File: config.mk
export PLATFORM = sky130hd
export DESIGN_NAME = tour_seq
export DESIGN_NICKNAME = d
export VERILOG_FILES = /design/src/rtl/tour_pkg.sv /design/src/rtl/tour_leg_decode.sv /design/src/rtl/tour_seq.sv
export SDC_FILE = /design/constraint.sdc
export NUM_CORES = 1
export LEC_CHECK = 0
export BUFFER_PORTS_ARGS = -buffer_cell sky130_fd_sc_hd__buf_4
export CAP_MARGIN = 20
export CORE_UTILIZATION = 48
export DETAILED_ROUTE_END_ITERATION = 8
export PLACE_DENSITY = 0.86
export SYNTH_ARGS = -nofsm -noshare
export SYNTH_HDL_FRONTEND = slang
export SYNTH_SLANG_ARGS = --single-unit
File: constraint.sdc
create_clock -name clk -period 2.2 [get_ports clk]
set_input_delay 0.33 -clock clk [delete_from_list [all_inputs] [get_ports clk]]
set_output_delay 0.33 -clock clk [all_outputs]
set_load 0.02 [all_outputs]
File: src/rtl/tour_pkg.sv
// tour_pkg: shared state encoding, heading codes and command/response constants
// for the knight-tour replay sequencer.
`default_nettype none

package tour_pkg;

    typedef enum logic [2:0] {
        ST_IDLE    = 3'd0,
        ST_V_ISSUE = 3'd1,
        ST_V_WAIT  = 3'd2,
        ST_H_ISSUE = 3'd3,
        ST_H_WAIT  = 3'd4
    } state_e;

    localparam logic [7:0] HEAD_N    = 8'h00;
    localparam logic [7:0] HEAD_S    = 8'h7F;
    localparam logic [7:0] HEAD_E    = 8'h3F;
    localparam logic [7:0] HEAD_W    = 8'hBF;

    localparam logic [2:0] CMD_MOVE  = 3'b010;
    localparam logic [7:0] RESP_PEND = 8'h5A;
    localparam logic [7:0] RESP_DONE = 8'hA5;

    // Fanfare is requested only on single-square legs.
    function automatic logic [15:0] leg_cmd(input logic [7:0] heading, input logic [3:0] squares);
        return {CMD_MOVE, (squares == 4'd1), heading, squares};
    endfunction

endpackage

`default_nettype wire

File: src/rtl/tour_leg_decode.sv
// tour_leg_decode: turns a one-hot knight move into the vertical (leg_sel=0)
// or horizontal (leg_sel=1) move command and flags whether the move is one-hot.
`default_nettype none

module tour_leg_decode (
    input  logic [7:0]  move,
    input  logic        leg_sel,
    output logic [15:0] cmd,
    output logic        legal
);
    import tour_pkg::*;

    logic [7:0] w_heading;
    logic [3:0] w_squares;

    always_comb begin
        w_heading = HEAD_N;
        w_squares = 4'd0;
        if (!leg_sel) begin
            if (|(move & 8'h03)) begin
                w_heading = HEAD_N;
                w_squares = 4'd2;
            end else if (|(move & 8'h84)) begin
                w_heading = HEAD_N;
                w_squares = 4'd1;
            end else if (|(move & 8'h48)) begin
                w_heading = HEAD_S;
                w_squares = 4'd1;
            end else if (|(move & 8'h30)) begin
                w_heading = HEAD_S;
                w_squares = 4'd2;
            end
        end else begin
            if (|(move & 8'h12)) begin
                w_heading = HEAD_E;
                w_squares = 4'd1;
            end else if (|(move & 8'h0C)) begin
                w_heading = HEAD_E;
                w_squares = 4'd2;
            end else if (|(move & 8'h21)) begin
                w_heading = HEAD_W;
                w_squares = 4'd1;
            end else if (|(move & 8'hC0)) begin
                w_heading = HEAD_W;
                w_squares = 4'd2;
            end
        end
    end

    assign cmd   = leg_cmd(w_heading, w_squares);
    assign legal = (move != 8'd0) && ((move & (move - 8'd1)) == 8'd0);

endmodule

`default_nettype wire

File: src/rtl/tour_seq.sv
// tour_seq: replays NUM_MOVES knight moves as vertical/horizontal leg commands,
// muxing with UART commands when idle. Define TOUR_ABORT_EN to abort on UART traffic.
`default_nettype none

module tour_seq #(
    parameter int NUM_MOVES = 24,
    parameter int IDX_W     = $clog2(NUM_MOVES)
) (
    input  logic             clk,
    input  logic             rst_n,
    input  logic             start_tour,
    input  logic [7:0]       move,
    output logic [IDX_W-1:0] mv_indx,
    input  logic [15:0]      cmd_UART,
    input  logic             cmd_rdy_UART,
    output logic [15:0]      cmd,
    output logic             cmd_rdy,
    input  logic             clr_cmd_rdy,
    input  logic             send_resp,
    output logic [7:0]       resp,
    output logic             tour_busy,
    output logic             tour_err
);
    import tour_pkg::*;

    localparam logic [IDX_W-1:0] LAST_IDX = IDX_W'(NUM_MOVES - 1);

    state_e           r_state;
    state_e           w_state_nxt;
    logic [IDX_W-1:0] r_mv_indx;
    logic [IDX_W-1:0] w_mv_indx_nxt;
    logic [15:0]      r_leg_cmd;
    logic [15:0]      w_dec_cmd;
    logic             w_leg_sel;
    logic             w_legal;
    logic             w_abort;
    logic             w_issue;
    logic             w_last;
    logic             w_err;

    assign w_leg_sel = (r_state == ST_H_ISSUE) || (r_state == ST_H_WAIT);
    assign w_issue   = (r_state == ST_V_ISSUE) || (r_state == ST_H_ISSUE);
    assign w_last    = (r_mv_indx == LAST_IDX);

    tour_leg_decode u_leg_decode (
        .move    (move),
        .leg_sel (w_leg_sel),
        .cmd     (w_dec_cmd),
        .legal   (w_legal)
    );

`ifdef TOUR_ABORT_EN
    assign w_abort = (r_state != ST_IDLE) && cmd_rdy_UART;
`else
    assign w_abort = 1'b0;
`endif

    always_comb begin
        w_state_nxt   = r_state;
        w_mv_indx_nxt = r_mv_indx;
        w_err         = 1'b0;
        if (w_abort) begin
            w_state_nxt = ST_IDLE;
            w_err       = 1'b1;
        end else begin
            case (r_state)
                ST_IDLE: begin
                    if (start_tour) begin
                        w_state_nxt   = ST_V_ISSUE;
                        w_mv_indx_nxt = '0;
                    end
                end
                ST_V_ISSUE: begin
                    if (!w_legal) begin
                        w_state_nxt = ST_IDLE;
                        w_err       = 1'b1;
                    end else if (clr_cmd_rdy) begin
                        w_state_nxt = ST_V_WAIT;
                    end
                end
                ST_V_WAIT: begin
                    if (send_resp) w_state_nxt = ST_H_ISSUE;
                end
                ST_H_ISSUE: begin
                    if (clr_cmd_rdy) w_state_nxt = ST_H_WAIT;
                end
                ST_H_WAIT: begin
                    if (send_resp) begin
                        if (w_last) begin
                            w_state_nxt = ST_IDLE;
                        end else begin
                            w_state_nxt   = ST_V_ISSUE;
                            w_mv_indx_nxt = r_mv_indx + IDX_W'(1);
                        end
                    end
                end
                default: w_state_nxt = ST_IDLE;
            endcase
        end
    end

    always_ff @(posedge clk or negedge rst_n) begin
        if (!rst_n) begin
            r_state   <= ST_IDLE;
            r_mv_indx <= '0;
            r_leg_cmd <= 16'd0;
        end else begin
            r_state   <= w_state_nxt;
            r_mv_indx <= w_mv_indx_nxt;
            // Captured while issuing so the command cannot drift during the wait.
            if (w_issue) r_leg_cmd <= w_dec_cmd;
        end
    end

    always_comb begin
        cmd     = cmd_UART;
        cmd_rdy = cmd_rdy_UART;
        if (r_state != ST_IDLE) begin
            cmd     = w_issue ? w_dec_cmd : r_leg_cmd;
            cmd_rdy = w_issue && !w_abort && !((r_state == ST_V_ISSUE) && !w_legal);
        end
    end

    assign resp      = ((r_state == ST_IDLE) || ((r_state == ST_H_WAIT) && w_last)) ? RESP_DONE : RESP_PEND;
    assign tour_busy = (r_state != ST_IDLE);
    assign tour_err  = w_err;
    assign mv_indx   = r_mv_indx;

endmodule

`default_nettype wire
-- After elaboration in Yosys (flattened, before gate mapping)
Index checks and enable logic that the tools add are counted.
- register bits after elaboration: 24
- bits of input ports: 30
- output and inout bits: 32
- add/sub/neg operators: 2
- equal/unequal tests: 12
- mux-type cells: 36
- bitwise operators: 1
- reductions and logical operators: 24
- operators by type and width (kind ; count):
    $mux W8 ; 9
    $mux W16 ; 2
    $mux W4 ; 7
    $mux W3 ; 6
    $reduce_or A2 Y1 ; 8
    $mux W5 ; 3
    $pmux W3 S5 ; 1
    $ne A2 B2 Y1 const B ; 5
    $pmux W5 S2 ; 1
    $and A8 B8 Y8 ; 1
    $logic_not A8 Y1 ; 1
    $reduce_bool A8 Y1 ; 1
    $sub A8 B1 Y8 const B ; 1
    $mux W7 ; 1
    $eq A3 B2 Y1 const B ; 2
    $add A5 B1 Y5 const B ; 1
    $eq A5 B5 Y1 const B ; 1
    $reduce_and A5 Y1 ; 1
    $eq A4 B1 Y1 const B ; 1
    $logic_and A1 B1 Y1 ; 4
    $mux W1 ; 4
    $mux W2 ; 2
    $reduce_and A4 Y1 ; 1
    $eq A3 B1 Y1 const B ; 1
    7 further kinds ; 10

-- Longest topological paths before layout
- word-level depth: 9
- mapped depth: 7

-- Hierarchy
Synthesis repeated with hierarchy kept, for this count alone.
- cell total of the unflattened synthesis: 162
- area, all modules: 1759.2 sq um
- modules (own cells, without submodules) (module ; times used ; cells each ; area an instance (sq um) ; sequential area each (sq um)):
    tour_seq ; 1 ; 117 ; 1458.9 ; 600.6
    tour_leg_decode ; 1 ; 45 ; 300.3 ; 0.0

-- Least setup slack after synthesis
No wires, ideal clock.
- path type: input to output
- start point: input move[1]
- end point: output cmd_rdy
- arrival: 2095 ps
- required time: 1870 ps
- setup slack: -225 ps
- cell stages on the path: 5
- buffers on the path: 1
- cells stage by stage: buf_6 > or4_4 > a2111oi_4 > nor3_1 > o311ai_0
- cells in the longest elaborated chain, start to end: 9
- elaborated cells between the ends (all ways): 10
- ends and longest elaborated chain (element ; line ; text):
    from (decl) ; tour_seq.sv:12 ; input logic [7:0] move,
    $sub A8 B1 Y8 ; tour_leg_decode.sv:51 ; assign legal = (move != 8'd0) && ((move & (move - 8'd1)) == 8'd0);
    $and A8 B8 Y8 ; tour_leg_decode.sv:51 ;
    $logic_not A8 Y1 ; tour_leg_decode.sv:51 ;
    $logic_and A1 B1 Y1 (*) ; tour_leg_decode.sv:51 ;
    $logic_not A1 Y1 (*) ; tour_seq.sv:120 ; cmd_rdy = w_issue && !w_abort && !((r_state == ST_V_ISSUE) && !w_legal);
    $logic_and A1 B1 Y1 (*) ; tour_seq.sv:120 ;
    $logic_not A1 Y1 (*) ; tour_seq.sv:120 ;
    $logic_and A1 B1 Y1 (*) ; tour_seq.sv:120 ;
    $mux W1 (*) ; tour_seq.sv:118 ; if (r_state != ST_IDLE) begin
    to (decl) ; tour_seq.sv:17 ; output logic cmd_rdy,
Every way passes the cells marked *; elsewhere a longest branch is shown, timed or not.

-- Worst setup path in the final report
- start point: register r_state[2]
- end point: output cmd[12]
- cells in the longest elaborated chain, start to end: 6
- elaborated cells between the ends (all ways): 10
- ends and longest elaborated chain (element ; line ; text):
    from (decl) ; tour_seq.sv:28 ; state_e r_state;
    from (signal assigned) ; tour_seq.sv:108 ; r_state <= w_state_nxt;
    $eq A3 B2 Y1 / $eq A3 B3 Y1 (equally long branches) ; tour_seq.sv:41, tour_seq.sv:42 ;
    $logic_or A1 B1 Y1 ; tour_seq.sv:41 ; assign w_leg_sel = (r_state == ST_H_ISSUE) || (r_state == ST_H_WAIT);
    $mux W4 ; tour_leg_decode.sv:19 ; if (!leg_sel) begin
    $eq A4 B1 Y1 ; tour_pkg.sv:26 ; return {CMD_MOVE, (squares == 4'd1), heading, squares};
    $mux W16 ; - ;
    $mux W16 (*) ; tour_seq.sv:118 ;
    to (decl) ; tour_seq.sv:16 ; output logic [15:0] cmd,
Marked as above.

==> run metrics <==
maximum VDD drop=0.6494 mV; RSZ-0062 raised after global routing=true; Synth Area in Adders=0.8326%; total wire length=5444 um; global-route wire length before repair=7362 um; Nets=281; vias in the first global route=1603; CTS clk-pin slew, worst paths=0.13 ns; Core ar.=0.002853 mm^2; Synth area leader=dfrtp_1; area grow syn2layout=60.37%; largest net degree at the start of global routing=25; global placer's final weighted congestion=0.8050; hold slack final=0.2300 ns; fraction of final layout cells sized beyond drive strength 1=49.40%; Post-Syn Area per Cell=8.636 um^2; GRT Util Overall=28.49%; metal2 WL=2894 um; Syn Nets=205; Most used DFF post-synth=dfrtp_1; DR top layer=met4; Root Driver=clkbuf_4; die area=0.003358 mm^2; CP Data Required Time=1.87 ns; outcome=finished, violations left; die height=57.95 um; CTS tree=yes; switching power=0.0004755 W; detailed placement HPWL=2979 um; Final Critical Period=2.585 ns; critical path buffer and inverter count=3; Lkg Pwr=1.151 nW; crit-path cells=buf_4 -> buf_6 -> or3b_4 -> nand2_4 -> nor4_2 -> o21bai_2 -> a31oi_1 -> buf_4; asr flop ratio synth=100.0%; sequential cell fraction of total power=35.6%; via/cell ratio=6.246; largest family of logic cells by synthesized area=simple AND/OR/NAND/NOR gates; Logic pwr share=47.5%; initial antenna violation count=0; Final Worst Setup Slack=-0.3848 ns; #FFs+latches synth=24; Fill cells=148; switching share of total power=35.17%; Critical Path End Type=output pin; HP Class=in2reg; 1st-iter DRT viols=164; Max Cap Violations=0; Die X=57.95 um; Int Pwr=0.0008768 W; sequential area share after synthesis=39.97%; commonest non-fill, non-tap cells in the layout=buf_4, nand2_1, dfrtp_1; Remaining Overflow, GRT=0; kind of critical path=reg2out; mux share of post-synthesis cell area=6.661%; Synth top area share=39.97%; Post-Syn Instances=174; Mapped Area=0.001503 mm^2; skew final=0.008057 ns; Post-Synth XOR/XNOR Area=0%; # IOs=62; Max Freq=386.9 MHz; Area contributors post-synth=dfrtp_1, nand2_1, mux2_2, nor2_1, a31oi_1; EDFF count, synth=0; Hold Fails Final Rpt=0; CP max stage cell=dfrtp_1; Final Util=84.47%; Routed met3 length=347 um; Compound-Gate Fraction of Synth Area=16.57%; remaining antenna violation count after routing=0; Slew @ Worst Pin=0.5057 ns; cts bufs inserted=3; final period utilization=117.5%; Startpoint Class=register; Distinct cells, synth=43; clk buf depth=2; DRC=3; Slew HR=65.97%; Max FO, Critical Path=6; Pwr Total=0.001352 W; initial core utilization=52.68%; final setup fails=17; Via Count=1749; Arr. time, crit path=2.25 ns; most common cell after layout, fill and taps aside=buf_4; worst skew pair latency=0.32 ns; critical path's largest stage delay=0.41 ns; delay-heaviest family, CP=simple AND/OR/NAND/NOR gates; Pwr per Cell Area=561.2 mW/mm^2; CTS H-tree depth=1; clock network fraction of total power=16.9%; most frequent cell on the critical path=buf_4; # diodes=0; Synth warnings=0; failing checks=DRC, setup timing; Synth Area in Simple Gates=28.64%; clk sinks=24; DRT Pass-1 Iters=8; max-slew violations=0; WL/cell=19.44 um; I/O Buffers=61; wl on met1=2097 um; row count=19
-- timing repair --
item	CTS	global route
buffers inserted	4	6
endpoints found under the hold margin	24	0
gates cloned	2	0
endpoints found under the setup margin	16	18
hold buffers	1	0
pin swaps	5	10
resized for setup	19	31
-- cell usage after synthesis, types with 3 or more instances --
master	count
a21boi_0	3
a31oi_1	9
nor4_1	6
or4_1	6
and2_1	5
nor2_1	16
o21ai_0	8
dfrtp_1	24
nor3_1	3
clkbuf_1	7
buf_4	6
mux2_2	8
buf_2	3
o31ai_1	3
nand3_1	6
nand2_1	30
-- power groups by stage --
stage	registers (W)	clock network (W)	logic, W
4_1_cts	0.000478	0.000226	0.000581
3_3_place_gp	0.000484	0	0.000488
2_1_floorplan	0.000482	0	0.000301
5_1_grt	0.000483	0.000248	0.000676
6_report	0.000481	0.000229	0.000643
3_5_place_dp	0.000486	0	0.000498
-- through the flow --
stage	setup WS, ns	area (um^2)	TNS (ns)	std cells
2_1_floorplan	-0.1576	1519	-0.4729	174
3_3_place_gp	0.02762	2039	0	265
3_5_place_dp	-0.04280	2039	-0.09833	265
4_1_cts	-0.2486	2263	-2.660	276
5_1_grt	-0.4340	2410	-5.074	280
6_report	-0.3848	2410	-4.255	280
-- worst paths after layout --
kind	from	to	slack (ns)	cells past startpoint
max in group asynchronous	rst_n	r_state[0]	1.48	2
worst max register to register	mv_indx[0]	mv_indx[4]	0.14	6
worst min register to register	r_leg_cmd[1]	r_leg_cmd[1]	0.50	2
worst max-delay path	r_state[2]	cmd[12]	-0.38	8
min in group asynchronous	rst_n	r_state[2]	0.47	2
worst min-delay path	send_resp	r_state[2]	0.23	2
-- routing by layer --
metal,vias up,GRT usage (%)
li1,779,-
met1,859,34.97
met2,98,52.22
met3,13,2.455
met4,0,9.864
met5,-,0
-- flip-flops by register name, summed over array words and instances, names as in the netlist --
name / cells
mv_indx: 5
r_state: 3
r_leg_cmd: 16
-- cells by family (layout without fill, tap and decap cells) --
kind of cell               Yosys count  count (layout)
muxes                                9               9
DFF                                 24              24
buffers and inverters               20              95
adders and majority gates            1               1
and+or+nand+nor                     85              85
AOI/OAI and AO/OA                   35              35
-- area by class of cell --
class	count	area, um^2	share of cell area (%)
Clock buffer	4	36.28	1.506
Inverter	2	7.507	0.3115
Timing Repair Buffer	89	775.7	32.19
Tap cell	31	38.79	1.610
Multi-Input combinational cell	130	949.7	39.41
Sequential cell	24	601.8	24.97
Note: power is estimated with default switching activity, not from simulation.
